### config.mk
export PLATFORM = sky130hd
export DESIGN_NAME = rm3100_sampler
export DESIGN_NICKNAME = d
export VERILOG_FILES = /design/src/rtl/rm3100_sampler.sv
export SDC_FILE = /design/constraint.sdc
export NUM_CORES = 1
export LEC_CHECK = 0
export CAP_MARGIN = 10
export CORE_MARGIN = 3
export CORE_UTILIZATION = 40
export CTS_CLUSTER_DIAMETER = 60
export DETAILED_ROUTE_END_ITERATION = 12
export REMOVE_ABC_BUFFERS = 1
export SLEW_MARGIN = 10
export SYNTH_ARGS = -nofsm -noshare
export SYNTH_HDL_FRONTEND = slang
export SYNTH_SLANG_ARGS = --single-unit
### constraint.sdc
create_clock -name clk -period 2.8 [get_ports clk]
set_input_delay 0.84 -clock clk [delete_from_list [all_inputs] [get_ports clk]]
set_output_delay 0.84 -clock clk [all_outputs]
set_load 0.03 [all_outputs]
### src/rtl/rm3100_sampler.sv
// rm3100_sampler: drives an RM3100 through spi_rm3100. It configures the sensor once after reset,
// then on each sample request it optionally polls DRDY, reads nine bytes and emits packed X/Y/Z words.
//   clk, rst_n                        clock, asynchronous active-low reset
//   sample_req                        one-cycle request for one XYZ sample
//   spi_req/spi_wr_en/spi_data_tx     transaction request to the SPI master ({wdata, addr})
//   spi_data_rx/spi_done              read byte and end-of-transaction pulse from the SPI master
//   xdata/ydata/zdata, sample_valid   20-bit results and their one-cycle strobe
//   cfg_done, busy, timeout           configuration complete, not idle, DRDY poll exhausted
module rm3100_sampler #(
    parameter logic [15:0] CCR        = 16'h0032,
    parameter logic [7:0]  TMRC       = 8'h0C,
    parameter bit          POLL_DRDY  = 1'b1,
    parameter logic [7:0]  POLL_LIMIT = 8'd255
) (
    input  logic        clk,
    input  logic        rst_n,
    input  logic        sample_req,
    output logic        spi_req,
    output logic        spi_wr_en,
    output logic [15:0] spi_data_tx,
    input  logic [7:0]  spi_data_rx,
    input  logic        spi_done,
    output logic [19:0] xdata,
    output logic [19:0] ydata,
    output logic [19:0] zdata,
    output logic        sample_valid,
    output logic        cfg_done,
    output logic        busy,
    output logic        timeout
);
    localparam logic [2:0] CFG  = 3'd0;
    localparam logic [2:0] IDLE = 3'd1;
    localparam logic [2:0] POLL = 3'd2;
    localparam logic [2:0] READ = 3'd3;
    localparam logic [2:0] OUT  = 3'd4;

    logic [2:0]  state_q, state_d;
    logic [3:0]  idx_q, idx_d;
    logic [7:0]  cnt_q, cnt_d;
    logic [71:0] shadow_q, shadow_d;
    logic        pend_q, pend_d;
    logic        wait_q, wait_d;
    logic        req_q, req_d;
    logic        wr_q, wr_d;
    logic [15:0] tx_q, tx_d;
    logic [19:0] x_q, x_d, y_q, y_d, z_q, z_d;
    logic        valid_q, valid_d;
    logic        cfg_done_q, cfg_done_d;
    logic        timeout_q, timeout_d;
    logic        go_idle, start, issue, issue_wr;
    logic [15:0] issue_tx;
    logic        done_ok;

    // Configuration write sequence as {data, address}.
    function automatic logic [15:0] cfg_word(input logic [3:0] i);
        if (i == 4'd6)
            return {TMRC, 8'h0B};
        return {i[0] ? CCR[7:0] : CCR[15:8], 8'h04 + {4'h0, i}};
    endfunction

    // spi_done only counts while a transaction of ours is outstanding.
    assign done_ok = wait_q & spi_done;

    always_comb begin
        state_d    = state_q;
        idx_d      = idx_q;
        cnt_d      = cnt_q;
        shadow_d   = shadow_q;
        pend_d     = pend_q;
        wait_d     = wait_q & ~spi_done;
        req_d      = 1'b0;
        wr_d       = wr_q;
        tx_d       = tx_q;
        x_d        = x_q;
        y_d        = y_q;
        z_d        = z_q;
        valid_d    = 1'b0;
        cfg_done_d = cfg_done_q;
        timeout_d  = 1'b0;
        go_idle    = 1'b0;
        start      = 1'b0;
        issue      = 1'b0;
        issue_wr   = 1'b0;
        issue_tx   = 16'h0000;
        case (state_q)
            CFG: begin
                // Nothing outstanding in CFG only happens straight out of reset.
                if (!wait_q) begin
                    issue    = 1'b1;
                    issue_wr = 1'b1;
                    issue_tx = cfg_word(idx_q);
                end else if (spi_done) begin
                    if (idx_q == 4'd6) begin
                        cfg_done_d = 1'b1;
                        go_idle    = 1'b1;
                    end else begin
                        idx_d    = idx_q + 4'd1;
                        issue    = 1'b1;
                        issue_wr = 1'b1;
                        issue_tx = cfg_word(idx_q + 4'd1);
                    end
                end
            end
            IDLE: start = sample_req | pend_q;
            POLL: begin
                if (done_ok) begin
                    if (spi_data_rx[7]) begin
                        state_d  = READ;
                        idx_d    = 4'd0;
                        issue    = 1'b1;
                        issue_tx = 16'h0024;
                    end else if (cnt_q + 8'd1 == POLL_LIMIT) begin
                        timeout_d = 1'b1;
                        go_idle   = 1'b1;
                    end else begin
                        cnt_d    = cnt_q + 8'd1;
                        issue    = 1'b1;
                        issue_tx = 16'h0034;
                    end
                end
            end
            READ: begin
                if (done_ok) begin
                    // Byte n of the burst lands at bits [71-8n -: 8], so 0x24 ends up on top.
                    shadow_d[8'd71 - {1'b0, idx_q, 3'b000} -: 8] = spi_data_rx;
                    if (idx_q == 4'd8) begin
                        // Load straight from the next shadow value so sample_valid follows the last done by one cycle.
                        x_d     = shadow_d[71:52];
                        y_d     = shadow_d[47:28];
                        z_d     = shadow_d[23:4];
                        valid_d = 1'b1;
                        state_d = OUT;
                    end else begin
                        idx_d    = idx_q + 4'd1;
                        issue    = 1'b1;
                        issue_tx = {8'h00, 8'h25 + {4'h0, idx_q}};
                    end
                end
            end
            OUT: go_idle = 1'b1;
            default: state_d = IDLE;
        endcase
        // Entering IDLE with a request waiting starts the next sample without an idle cycle.
        if (go_idle) begin
            start   = sample_req | pend_q;
            state_d = IDLE;
        end
        if (start) begin
            pend_d   = 1'b0;
            cnt_d    = 8'd0;
            idx_d    = 4'd0;
            state_d  = POLL_DRDY ? POLL : READ;
            issue    = 1'b1;
            issue_wr = 1'b0;
            issue_tx = POLL_DRDY ? 16'h0034 : 16'h0024;
        end else if (sample_req && state_q != IDLE) begin
            pend_d = 1'b1;
        end
        if (issue) begin
            req_d  = 1'b1;
            wait_d = 1'b1;
            wr_d   = issue_wr;
            tx_d   = issue_tx;
        end
    end

    always_ff @(posedge clk or negedge rst_n) begin
        if (!rst_n) begin
            state_q    <= CFG;
            idx_q      <= 4'd0;
            cnt_q      <= 8'd0;
            shadow_q   <= 72'd0;
            pend_q     <= 1'b0;
            wait_q     <= 1'b0;
            req_q      <= 1'b0;
            wr_q       <= 1'b0;
            tx_q       <= 16'h0000;
            x_q        <= 20'd0;
            y_q        <= 20'd0;
            z_q        <= 20'd0;
            valid_q    <= 1'b0;
            cfg_done_q <= 1'b0;
            timeout_q  <= 1'b0;
        end else begin
            state_q    <= state_d;
            idx_q      <= idx_d;
            cnt_q      <= cnt_d;
            shadow_q   <= shadow_d;
            pend_q     <= pend_d;
            wait_q     <= wait_d;
            req_q      <= req_d;
            wr_q       <= wr_d;
            tx_q       <= tx_d;
            x_q        <= x_d;
            y_q        <= y_d;
            z_q        <= z_d;
            valid_q    <= valid_d;
            cfg_done_q <= cfg_done_d;
            timeout_q  <= timeout_d;
        end
    end

    assign spi_req      = req_q;
    assign spi_wr_en    = wr_q;
    assign spi_data_tx  = tx_q;
    assign xdata        = x_q;
    assign ydata        = y_q;
    assign zdata        = z_q;
    assign sample_valid = valid_q;
    assign cfg_done     = cfg_done_q;
    assign busy         = state_q != IDLE;
    assign timeout      = timeout_q;
endmodule
==> results.md <==
- Status: finished, final reports clean
- Final period util: 0.905
- R2R Setup Slk: 0.29 ns
- Largest net degree at the start of global routing: 75
- Post-route worst setup slack: between 0.2 and 0.3 ns
- Commonest cells in the synthesized netlist: 150 x dfrtp_1, 85 x nand2_1, 57 x mux2i_1, 56 x o21ai_0, 38 x mux2_2
- Clk sinks: 150
- Setup WS pre-CTS: about 0.0056 ns
- Global-route usage over all layers: 0.181
- Max-slew headroom: 0.518
- Synth area leaders: dfrtp_1 49%, mux2i_1 7.5%, mux2_2 5.6%
- YS warnings: 0
- DR pass1 iterations: 5
- Clock latency on the worst-skew pair: approximately 0.43 ns
- Drt drc: 0
- Global placement routability congestion: 0.844
- Total die area: slightly above 20000 µm²
- Final #Nets: 826
- Synth Flop Type: dfrtp_1
- First-pass GRT wire length: 29.5 mm
- CTS Buf Count: 17
- Post-CTS Setup Repair Bufs: 0
- Worst setup SP type: flip-flop
- Max-Cap Viols: 0
- Setup Skew: 0.0141 ns
- Root Buffer: clkbuf_16
- Starting DRC count in detailed routing: 325
- Antenna violations before repair: 0
- Post-Route Setup TNS: 0 ns
- I/O pins: 94
- #FFs+latches synth: 150
- Synth area leader: dfrtp_1
- # hold bufs at CTS: 0
- # port buffers: 88
- P per Cell Area: 767 nW/µm²
- Clk slew on worst S/H paths: around 0.070 ns
- FP Rows: 49
- Hold Path Class: primary input to async pin
- Critical Path Sink Type: output pin
- Initial Util: 0.416
- Worst Reg2Reg Path Length in Cells: 7
- Measured slew at the worst slew-check pin: 0.717 ns
- Vias in the first global route: 5483
- Via Count: about 5400
- LEAKAGE: 4.07 nW
- Critical-path maximum fanout: 12
- Die Wd: 144 µm
- Routed Antenna Nets: 0
- Crit path kind: flip-flop to output pin
- Count leader, synth: dfrtp_1
- Post-synth ARST share: 1.00
- Fill cells: 1612
- CTS resizes: 1
- Final hold vios: 0
- Clock Tree Buf Depth: 2
- Sequential share of the synthesized area: 0.493
- H-tree level count: 4
- Synth Cell Area: 7620 µm²
- Post-Place Cells: around 1000
- Core area: 18300 µm²
- CP Data Arrival Time: 1.69 ns
- Unrepaired setup endpoints after global routing: no
- Final setup fails: 0
- Layout cell share with drive strength beyond 1: 0.186
- Vias per cell: 5.23
- Antenna cells: 0
- Post-layout min period: roughly 2.5 ns
- WP data required: 1.96 ns
- Synth unique cells: 63
- Max VDD drop: 0.000475 V
- Total chip power: 7.16 mW
- Post-detailed-route wirelength per cell: about 17 µm
- Die H: 144 µm
- Wirelength, routed: 17.8 mm
- R2R Path End: idx_q[2]$_DFFE_PN0P_
- DP Wirelength: 12.8 mm
- Placed Area: 8790 µm²
- Final instance area: 9330 µm²
- Non-filler cells, final: 1042
- P&R area growth vs syn: 22.5%
- Cells after synthesis: 706
- CTS tree: built
- F_max: 395 MHz
- Syn avg cell area: 10.8 µm²
- EDFF count, synth: 0
- Overflow after GRT: 0
- Max Slew Vio Count: 0
- Reg-to-reg startpoint: idx_q[3]$_DFFE_PN0P_
- Yosys top cell area share: 0.493
==> sequential cells by signal (all words and copies together) (netlist names), 3 cells and up <==
name	count
idx_q	4
ydata	20
state_q	3
xdata	20
cnt_q	8
shadow_q	60
zdata	20
spi_data_tx	8
==> critical path: stages (launching register included) <==
cell           delay (ns)
dfrtp_1              0.49
and2b_2              0.29
nand2_1              0.09
dlygate4sd2_1        0.40
==> through the flow <==
step / hold WS (ns) / util
after floorplan: 0.442 / -
after global placement: 0.459 / 0.480
after detailed placement: 0.469 / 0.480
after CTS: 0.352 / 0.509
after global routing: 0.373 / 0.509
final: 0.346 / 0.509
==> layer usage <==
layer	share of wire	global-route usage	vias up
met5	0	0	-
met4	0.012	0.0560	0
met3	0.032	0.0341	16
met2	0.48	0.288	111
met1	0.48	0.253	2704
li1	-	-	2614
==> layout make-up <==
type                       instances  area (µm²)  share of cell area
tap                              229         287              0.0307
clock inverter                    15         116              0.0125
multi-input combinational        496        3530               0.378
inverter                          14        52.6             0.00563
clock buffer                      17         425              0.0456
timing repair buffer             121        1170               0.125
sequential                       150        3750               0.402
==> logic make-up (layout without fill, tap and decap cells) <==
family,count (synthesis),count (layout),share of synthesized area
XOR/XNOR,13,13,0.0149
buffers and inverters,64,167,0.0458
AO/OA/AOI/OAI,126,126,0.0976
adder cells (fa/ha/maj),14,14,0.0230
other,1,5,0.000492
flip-flops,150,150,0.493
multiplexers,113,113,0.166
AND/OR/NAND/NOR,225,225,0.160
==> report_power, final <==
part	leakage [nW]	switching [mW]	total [mW]	internal, mW
clock	0.262	0.979	2.13	1.15
sequential	2.06	0.197	2.62	2.42
combinational	1.75	1.39	2.41	1.02
total	4.07	2.56	7.16	4.59
==> how the worst max path moves through the flow <==
stage	from	end	slack (ns)	depth (start not counted)
after floorplan	idx_q[0]$_DFFE_PN0P_	xdata[0]$_DFFE_PN0P_	-0.75	5
after global placement	spi_done	shadow_q[69]$_DFFE_PN0P_	0.07	5
after detailed placement	spi_done	ydata[17]$_DFFE_PN0P_	0.006	6
after CTS	state_q[0]$_DFFE_PN0P_	busy	0.24	3
after global routing	idx_q[3]$_DFFE_PN0P_	idx_q[2]$_DFFE_PN0P_	0.16	7
final	state_q[0]$_DFFE_PN0P_	busy	0.27	3
==> cell usage in the layout, fill, tap and decap left out, types with 4 or more instances in the layout <==
master,synthesis,layout
a21oi_1,15,15
o21ai_1,21,21
nand2_1,85,85
conb_1,1,5
clkdlybuf4s50_1,0,86
and2_2,11,11
inv_1,14,14
dfrtp_1,150,150
ha_1,14,14
mux2i_1,57,57
xnor2_1,11,11
o21ai_0,56,56
inv_6,0,8
nand3_1,9,9
a31oi_1,4,4
mux2_4,16,16
nor2_1,21,21
and2_1,37,37
nor3_1,8,8
and3_1,11,11
nor2b_1,10,10
a211oi_1,4,4
buf_4,10,30
clkbuf_16,0,17
o211ai_1,4,4
mux2_2,38,38
(Power assumes the default switching activity.)
